File: src/rtl/hpdcache_mem_req_write_responder_if.sv
// Handshake and bus bundle for the write responder: metadata, data, memory and response channels.
// Signal suffixes are named from the responder's point of view.
interface hpdcache_mem_req_write_responder_if #(
  parameter int unsigned AW    = 64,
  parameter int unsigned DW    = 64,
  parameter int unsigned IDW   = 4,
  parameter int unsigned DEPTH = 4
);
  localparam int unsigned BEW = DW / 8;
  localparam int unsigned CW  = $clog2(DEPTH) + 1;

  logic             req_valid_i;
  logic             req_ready_o;
  logic [AW-1:0]    req_addr_i;
  logic [IDW-1:0]   req_id_i;

  logic             data_valid_i;
  logic             data_ready_o;
  logic [DW-1:0]    data_i;
  logic [BEW-1:0]   data_be_i;

  logic             mem_req_o;
  logic             mem_gnt_i;
  logic [AW-1:0]    mem_addr_o;
  logic [DW-1:0]    mem_wdata_o;
  logic [BEW-1:0]   mem_be_o;
  logic             mem_err_i;

  logic             resp_valid_o;
  logic             resp_ready_i;
  logic [IDW-1:0]   resp_id_o;
  logic             resp_error_o;

  logic [CW-1:0]    pending_o;

  // Responder side
  modport slave (
    input  req_valid_i, req_addr_i, req_id_i,
    input  data_valid_i, data_i, data_be_i,
    input  mem_gnt_i, mem_err_i, resp_ready_i,
    output req_ready_o, data_ready_o,
    output mem_req_o, mem_addr_o, mem_wdata_o, mem_be_o,
    output resp_valid_o, resp_id_o, resp_error_o, pending_o
  );

  // Requester / memory / response-consumer side
  modport master (
    output req_valid_i, req_addr_i, req_id_i,
    output data_valid_i, data_i, data_be_i,
    output mem_gnt_i, mem_err_i, resp_ready_i,
    input  req_ready_o, data_ready_o,
    input  mem_req_o, mem_addr_o, mem_wdata_o, mem_be_o,
    input  resp_valid_o, resp_id_o, resp_error_o, pending_o
  );
endinterface

File: src/rtl/hpdcache_mem_req_write_responder.sv
// Pairs independently arriving write metadata and write data in order, issues memory writes
// and returns one registered response per granted write.
module hpdcache_mem_req_write_responder #(
  parameter int unsigned AW    = 64,
  parameter int unsigned DW    = 64,
  parameter int unsigned IDW   = 4,
  parameter int unsigned DEPTH = 4
) (
  input  logic clk_i,
  input  logic rst_ni,
  hpdcache_mem_req_write_responder_if.slave bus
);
  localparam int unsigned BEW = DW / 8;
  localparam int unsigned PW  = $clog2(DEPTH);
  localparam int unsigned CW  = PW + 1;

  logic [AW-1:0]  r_meta_addr [DEPTH];
  logic [IDW-1:0] r_meta_id   [DEPTH];
  logic [DW-1:0]  r_data      [DEPTH];
  logic [BEW-1:0] r_data_be   [DEPTH];

  logic [CW-1:0]  r_meta_wptr;
  logic [CW-1:0]  r_meta_rptr;
  logic [CW-1:0]  r_data_wptr;
  logic [CW-1:0]  r_data_rptr;

  logic           r_resp_valid;
  logic [IDW-1:0] r_resp_id;
  logic           r_resp_error;

  logic           w_meta_full;
  logic           w_meta_empty;
  logic           w_data_full;
  logic           w_data_empty;
  logic           w_meta_push;
  logic           w_data_push;
  logic           w_mem_req;
  logic           w_grant;
  logic [PW-1:0]  w_meta_widx;
  logic [PW-1:0]  w_meta_ridx;
  logic [PW-1:0]  w_data_widx;
  logic [PW-1:0]  w_data_ridx;

  assign w_meta_widx = r_meta_wptr[PW-1:0];
  assign w_meta_ridx = r_meta_rptr[PW-1:0];
  assign w_data_widx = r_data_wptr[PW-1:0];
  assign w_data_ridx = r_data_rptr[PW-1:0];

  // Full when the indexes match but the wrap bits differ; empty when pointers match.
  assign w_meta_full  = (w_meta_widx == w_meta_ridx) && (r_meta_wptr[PW] != r_meta_rptr[PW]);
  assign w_meta_empty = (r_meta_wptr == r_meta_rptr);
  assign w_data_full  = (w_data_widx == w_data_ridx) && (r_data_wptr[PW] != r_data_rptr[PW]);
  assign w_data_empty = (r_data_wptr == r_data_rptr);

  assign w_meta_push = bus.req_valid_i  && !w_meta_full;
  assign w_data_push = bus.data_valid_i && !w_data_full;

  // A write may only issue if the response register can take its result at the same edge.
  assign w_mem_req = !w_meta_empty && !w_data_empty && (!r_resp_valid || bus.resp_ready_i);
  assign w_grant   = w_mem_req && bus.mem_gnt_i;

  // Storage arrays carry no reset; only the pointers qualify their content.
  always_ff @(posedge clk_i) begin
    if (w_meta_push) begin
      r_meta_addr[w_meta_widx] <= bus.req_addr_i;
      r_meta_id[w_meta_widx]   <= bus.req_id_i;
    end
    if (w_data_push) begin
      r_data[w_data_widx]    <= bus.data_i;
      r_data_be[w_data_widx] <= bus.data_be_i;
    end
  end

  always_ff @(posedge clk_i or negedge rst_ni) begin
    if (!rst_ni) begin
      r_meta_wptr <= '0;
      r_meta_rptr <= '0;
      r_data_wptr <= '0;
      r_data_rptr <= '0;
    end else begin
      if (w_meta_push) r_meta_wptr <= r_meta_wptr + CW'(1);
      if (w_data_push) r_data_wptr <= r_data_wptr + CW'(1);
      if (w_grant) begin
        r_meta_rptr <= r_meta_rptr + CW'(1);
        r_data_rptr <= r_data_rptr + CW'(1);
      end
    end
  end

  // A grant always refills the response slot, even while the old response is being taken.
  always_ff @(posedge clk_i or negedge rst_ni) begin
    if (!rst_ni) begin
      r_resp_valid <= 1'b0;
      r_resp_id    <= '0;
      r_resp_error <= 1'b0;
    end else if (w_grant) begin
      r_resp_valid <= 1'b1;
      r_resp_id    <= r_meta_id[w_meta_ridx];
      r_resp_error <= bus.mem_err_i;
    end else if (r_resp_valid && bus.resp_ready_i) begin
      r_resp_valid <= 1'b0;
    end
  end

  assign bus.req_ready_o  = !w_meta_full;
  assign bus.data_ready_o = !w_data_full;

  assign bus.mem_req_o    = w_mem_req;
  assign bus.mem_addr_o   = r_meta_addr[w_meta_ridx];
  assign bus.mem_wdata_o  = r_data[w_data_ridx];
  assign bus.mem_be_o     = r_data_be[w_data_ridx];

  assign bus.resp_valid_o = r_resp_valid;
  assign bus.resp_id_o    = r_resp_id;
  assign bus.resp_error_o = r_resp_error;

  assign bus.pending_o    = r_meta_wptr - r_meta_rptr;
endmodule

File: src/flat_wrapper.sv
// flat-port wrapper written by rule: the top's interface ports become plain ports
module hpdcache_mem_req_write_responder_flat 
#(
  parameter int unsigned AW    = 64,
  parameter int unsigned DW    = 64,
  parameter int unsigned IDW   = 4,
  parameter int unsigned DEPTH = 4
)
  (clk_i, rst_ni, bus_req_valid_i, bus_req_addr_i, bus_req_id_i, bus_data_valid_i, bus_data_i, bus_data_be_i, bus_mem_gnt_i, bus_mem_err_i, bus_resp_ready_i, bus_req_ready_o, bus_data_ready_o, bus_mem_req_o, bus_mem_addr_o, bus_mem_wdata_o, bus_mem_be_o, bus_resp_valid_o, bus_resp_id_o, bus_resp_error_o, bus_pending_o);
  hpdcache_mem_req_write_responder_if #(.AW(AW), .DW(DW), .IDW(IDW), .DEPTH(DEPTH)) bus_i ();
  input  logic clk_i;
  input  logic rst_ni;
  input wire logic [$bits(bus_i.req_valid_i)-1:0] bus_req_valid_i;
  input wire logic [$bits(bus_i.req_addr_i)-1:0] bus_req_addr_i;
  input wire logic [$bits(bus_i.req_id_i)-1:0] bus_req_id_i;
  input wire logic [$bits(bus_i.data_valid_i)-1:0] bus_data_valid_i;
  input wire logic [$bits(bus_i.data_i)-1:0] bus_data_i;
  input wire logic [$bits(bus_i.data_be_i)-1:0] bus_data_be_i;
  input wire logic [$bits(bus_i.mem_gnt_i)-1:0] bus_mem_gnt_i;
  input wire logic [$bits(bus_i.mem_err_i)-1:0] bus_mem_err_i;
  input wire logic [$bits(bus_i.resp_ready_i)-1:0] bus_resp_ready_i;
  output wire logic [$bits(bus_i.req_ready_o)-1:0] bus_req_ready_o;
  output wire logic [$bits(bus_i.data_ready_o)-1:0] bus_data_ready_o;
  output wire logic [$bits(bus_i.mem_req_o)-1:0] bus_mem_req_o;
  output wire logic [$bits(bus_i.mem_addr_o)-1:0] bus_mem_addr_o;
  output wire logic [$bits(bus_i.mem_wdata_o)-1:0] bus_mem_wdata_o;
  output wire logic [$bits(bus_i.mem_be_o)-1:0] bus_mem_be_o;
  output wire logic [$bits(bus_i.resp_valid_o)-1:0] bus_resp_valid_o;
  output wire logic [$bits(bus_i.resp_id_o)-1:0] bus_resp_id_o;
  output wire logic [$bits(bus_i.resp_error_o)-1:0] bus_resp_error_o;
  output wire logic [$bits(bus_i.pending_o)-1:0] bus_pending_o;
  assign bus_i.req_valid_i = bus_req_valid_i;
  assign bus_i.req_addr_i = bus_req_addr_i;
  assign bus_i.req_id_i = bus_req_id_i;
  assign bus_i.data_valid_i = bus_data_valid_i;
  assign bus_i.data_i = bus_data_i;
  assign bus_i.data_be_i = bus_data_be_i;
  assign bus_i.mem_gnt_i = bus_mem_gnt_i;
  assign bus_i.mem_err_i = bus_mem_err_i;
  assign bus_i.resp_ready_i = bus_resp_ready_i;
  assign bus_req_ready_o = bus_i.req_ready_o;
  assign bus_data_ready_o = bus_i.data_ready_o;
  assign bus_mem_req_o = bus_i.mem_req_o;
  assign bus_mem_addr_o = bus_i.mem_addr_o;
  assign bus_mem_wdata_o = bus_i.mem_wdata_o;
  assign bus_mem_be_o = bus_i.mem_be_o;
  assign bus_resp_valid_o = bus_i.resp_valid_o;
  assign bus_resp_id_o = bus_i.resp_id_o;
  assign bus_resp_error_o = bus_i.resp_error_o;
  assign bus_pending_o = bus_i.pending_o;
  hpdcache_mem_req_write_responder #(.AW(AW), .DW(DW), .IDW(IDW), .DEPTH(DEPTH)) u_core (.clk_i(clk_i), .rst_ni(rst_ni), .bus(bus_i));
endmodule
File: config.mk
export PLATFORM = sky130hd
export DESIGN_NAME = hpdcache_mem_req_write_responder_flat
export DESIGN_NICKNAME = d
export VERILOG_FILES = /design/src/rtl/hpdcache_mem_req_write_responder_if.sv /design/src/rtl/hpdcache_mem_req_write_responder.sv /design/src/flat_wrapper.sv
export SDC_FILE = /design/constraint.sdc
export NUM_CORES = 1
export LEC_CHECK = 0
export ABC_AREA = 1
export BUFFER_PORTS_ARGS = -buffer_cell sky130_fd_sc_hd__buf_2
export CELL_PAD_IN_SITES_DETAIL_PLACEMENT = 1
export CELL_PAD_IN_SITES_GLOBAL_PLACEMENT = 2
export CORE_MARGIN = 4
export CORE_UTILIZATION = 30
export CTS_CLUSTER_DIAMETER = 200
export DETAILED_ROUTE_END_ITERATION = 8
export PLACE_DENSITY = 0.66
export RECOVER_POWER = 25
export SLEW_MARGIN = 5
export SYNTH_ARGS = -nofsm -noshare
export SYNTH_HDL_FRONTEND = slang
export SYNTH_SLANG_ARGS = --single-unit
File: constraint.sdc
create_clock -name clk_i -period 10.8 [get_ports clk_i]
set_input_delay 1.08 -clock clk_i [delete_from_list [all_inputs] [get_ports clk_i]]
set_output_delay 1.08 -clock clk_i [all_outputs]
set_load 0.02 [all_outputs]
==> flow_metrics.tcl <==
set metrics [dict create \
    via_per_inst 4.764 \
    avgSynthCellArea_um2 14.41 \
    ys_seq_area_frac 0.7898 \
    routed_wl_um 57690 \
    finalSetupViolations 0 \
    drv_slew 0 \
    rr_endpoint "u_core.r_meta_addr[3][8]" \
    cts_tree "yes" \
    slew_headroom 0.2543 \
    synth_top_area_frac 0.7692 \
    worst_pin_slew_ns 1.119 \
    start_util 0.3042 \
    finalCritPeriodShare 0.4201 \
    yosysMostFrequentCell "edfxtp_1" \
    drt-wirelength-per-cell_um 20.50 \
    syn_nets 1677 \
    drt_iter0_markers 761 \
    synth_area_leaders "edfxtp_1 (77%), o21ai_0 (6.3%), nor2_1 (4.7%)" \
    min_path_type "input port to asynchronous set/reset pin" \
    tns_ns 0 \
    skew_ns 0.03024 \
    hold_viol_final 0 \
    overflow 0 \
    place_hpwl_um 33290 \
    dieArea_um2 77250 \
    power.total_w 0.008136 \
    ctsHoldBuffers 0 \
    end_kind "primary output" \
    syn_area_um2 21860 \
    synth.yosys.warnings 0 \
    ys.flop_type "edfxtp_1" \
    cts.reportedPaths.clkPinSlew_ns 0.05 \
    route.detailed.drc 0 \
    grt_usage 0.1462 \
    ir_drop_mv 0.1411 \
    port_buffers 294 \
    crit_path_end "bus_mem_addr_o[34]" \
    rsz0062_at_grt "false" \
    yosys-top-cells-count "edfxtp_1 (560), o21ai_0 (274), nor2_1 (272)" \
    placed_area_um2 24280 \
    synth-async-reset-ratio 0.03114 \
    startpoint "u_core.r_meta_rptr[0]" \
    maxCapViolations 0 \
    die_w_um 277.9 \
    fin_crit_ns 4.537 \
    area_growth_pct 20.19 \
    grt_max_degree 105 \
    antenna_found_initial 21 \
    r2r_cells 10 \
    clock-root-buffer "clkbuf_16" \
    worstSkewPairLatency_ns 0.61 \
    synth-edff-count 560 \
    grt_pass1_wl_um 87160 \
    timing.rr.start "u_core.r_meta_rptr[1]" \
    place.gp.congestion 0.7297 \
    drive_gt1_frac 0.1876 \
    cp.arrival_ns 3.46 \
    ys_ff_latch 578 \
    dr.pass1.iters 4 \
    design_area_um2 26270 \
    outcome "finished clean" \
    h-tree-depth 3 \
    reg2reg_slack_ns 6.82 \
    coreArea_um2 71850 \
    clock_path_buffers 3 \
    worstSetupPathType "register to primary output" \
    first_global_vias 14033 \
    yosysTopAreaCell "edfxtp_1" \
    cts_resized 0 \
    critPathMaxFanout 86 \
    nets 1967 \
    ant_nets 0 \
    cts.sinks 578 \
    crit_path_start_kind "register" \
    cp_data_required_time_ns 9.72 \
    die_y_um 277.9 \
    row_count 98 \
    io_pins 295 \
    power_density_nw_per_um2 309.7 \
    p_leak_nw 8.975 \
    via_count 13405 \
    fmax_mhz 220.4 \
    synthCells 1517 \
    postCtsSetupBuffers 0 \
    cts-buffers-inserted 67 \
    synth_cell_types 28 \
]
worst min-delay path by stage:
| stage | cells after the start | slack (ns) | to |
|---|---|---|---|
| 2_1_floorplan | 2 | 0.49 | u_core.r_meta_wptr[2] |
| 3_3_place_gp | 2 | 0.45 | u_core.bus.resp_id_o[3] |
| 3_5_place_dp | 2 | 0.47 | u_core.bus.resp_error_o |
| 4_1_cts | 1 | 0.41 | u_core.bus.resp_id_o[0] |
| 5_1_grt | 1 | 0.44 | u_core.bus.resp_id_o[0] |
| 6_report | 1 | 0.44 | u_core.bus.resp_id_o[0] |
layout by cell type, fill, tap and decap left out, drive strengths merged:
cell	count
edfxtp	560
nand2	65
fa	1
bufinv	4
nor2	282
diode	9
nand3	14
buf	225
o21ai	274
clkinv	27
xor2	4
and2	1
o22ai	136
dfrtp	18
a21oi	2
clkbuf	172
ha	12
clkinvlp	1
nand4	12
xnor2	1
inv	44
kinds of logic after synthesis:
group                      Yosys count  synth area share
DFF                                578            0.7898
AOI/OAI and AO/OA                  412            0.1026
and+or+nand+nor                    374           0.06897
buffers and inverters              135           0.02879
adders and majority gates           13          0.007784
xor gates and xnor gates             5          0.002003
worst max-delay path, stage by stage, from the launching register on:
cell     delay [ns]
dfrtp_4        0.76
inv_4          0.53
buf_4          0.79
o21ai_0        0.17
o22ai_1        0.31
buf_2          0.23
state kept, by name, summed over array words and instances (netlist names):
name                     cells
u_core.r_data_be            32
u_core.bus.resp_id_o         4
u_core.r_meta_rptr           3
u_core.r_meta_wptr           3
u_core.bus.resp_valid_o      1
u_core.r_data_wptr           3
u_core.r_data_rptr           3
u_core.bus.resp_error_o      1
u_core.r_meta_addr         256
u_core.r_meta_id            16
u_core.r_data              256
power breakdown:
part	internal (W)	switching [W]
combinational	0.000739	0.00209
sequential	0.00299	0.000175
clock	0.00125	0.000889
final cells by class:
type	instances	area, µm²
Antenna cell	9	22.52
Clock inverter	36	354.1
Multi-Input combinational cell	804	4025
Tap cell	950	1189
Clock buffer	81	1729
Sequential cell	578	17280
Timing Repair Buffer	316	1523
Inverter	40	155.1
Fill cell	7607	45580
layer usage:
metal	up-vias	track usage	wire length (µm)
met5	-	0	137
met4	22	0.04484	1394
met3	97	0.05738	4668
met2	293	0.2430	27730
met1	6746	0.1764	23750
li1	6247	-	-
metrics by stage:
stage	setup WS, ns	hold WS [ns]	utilization	cells
after global routing	5.976	0.4385	0.3654	2808
after detailed placement	6.611	0.4690	0.3379	2688
after global placement	6.559	0.4548	0.3379	2688
final	6.263	0.4423	0.3657	2814
after floorplan	5.720	0.4887	-	1517
after CTS	6.145	0.4088	0.3669	2805
No activity file was read; power rests on OpenSTA's default activity.
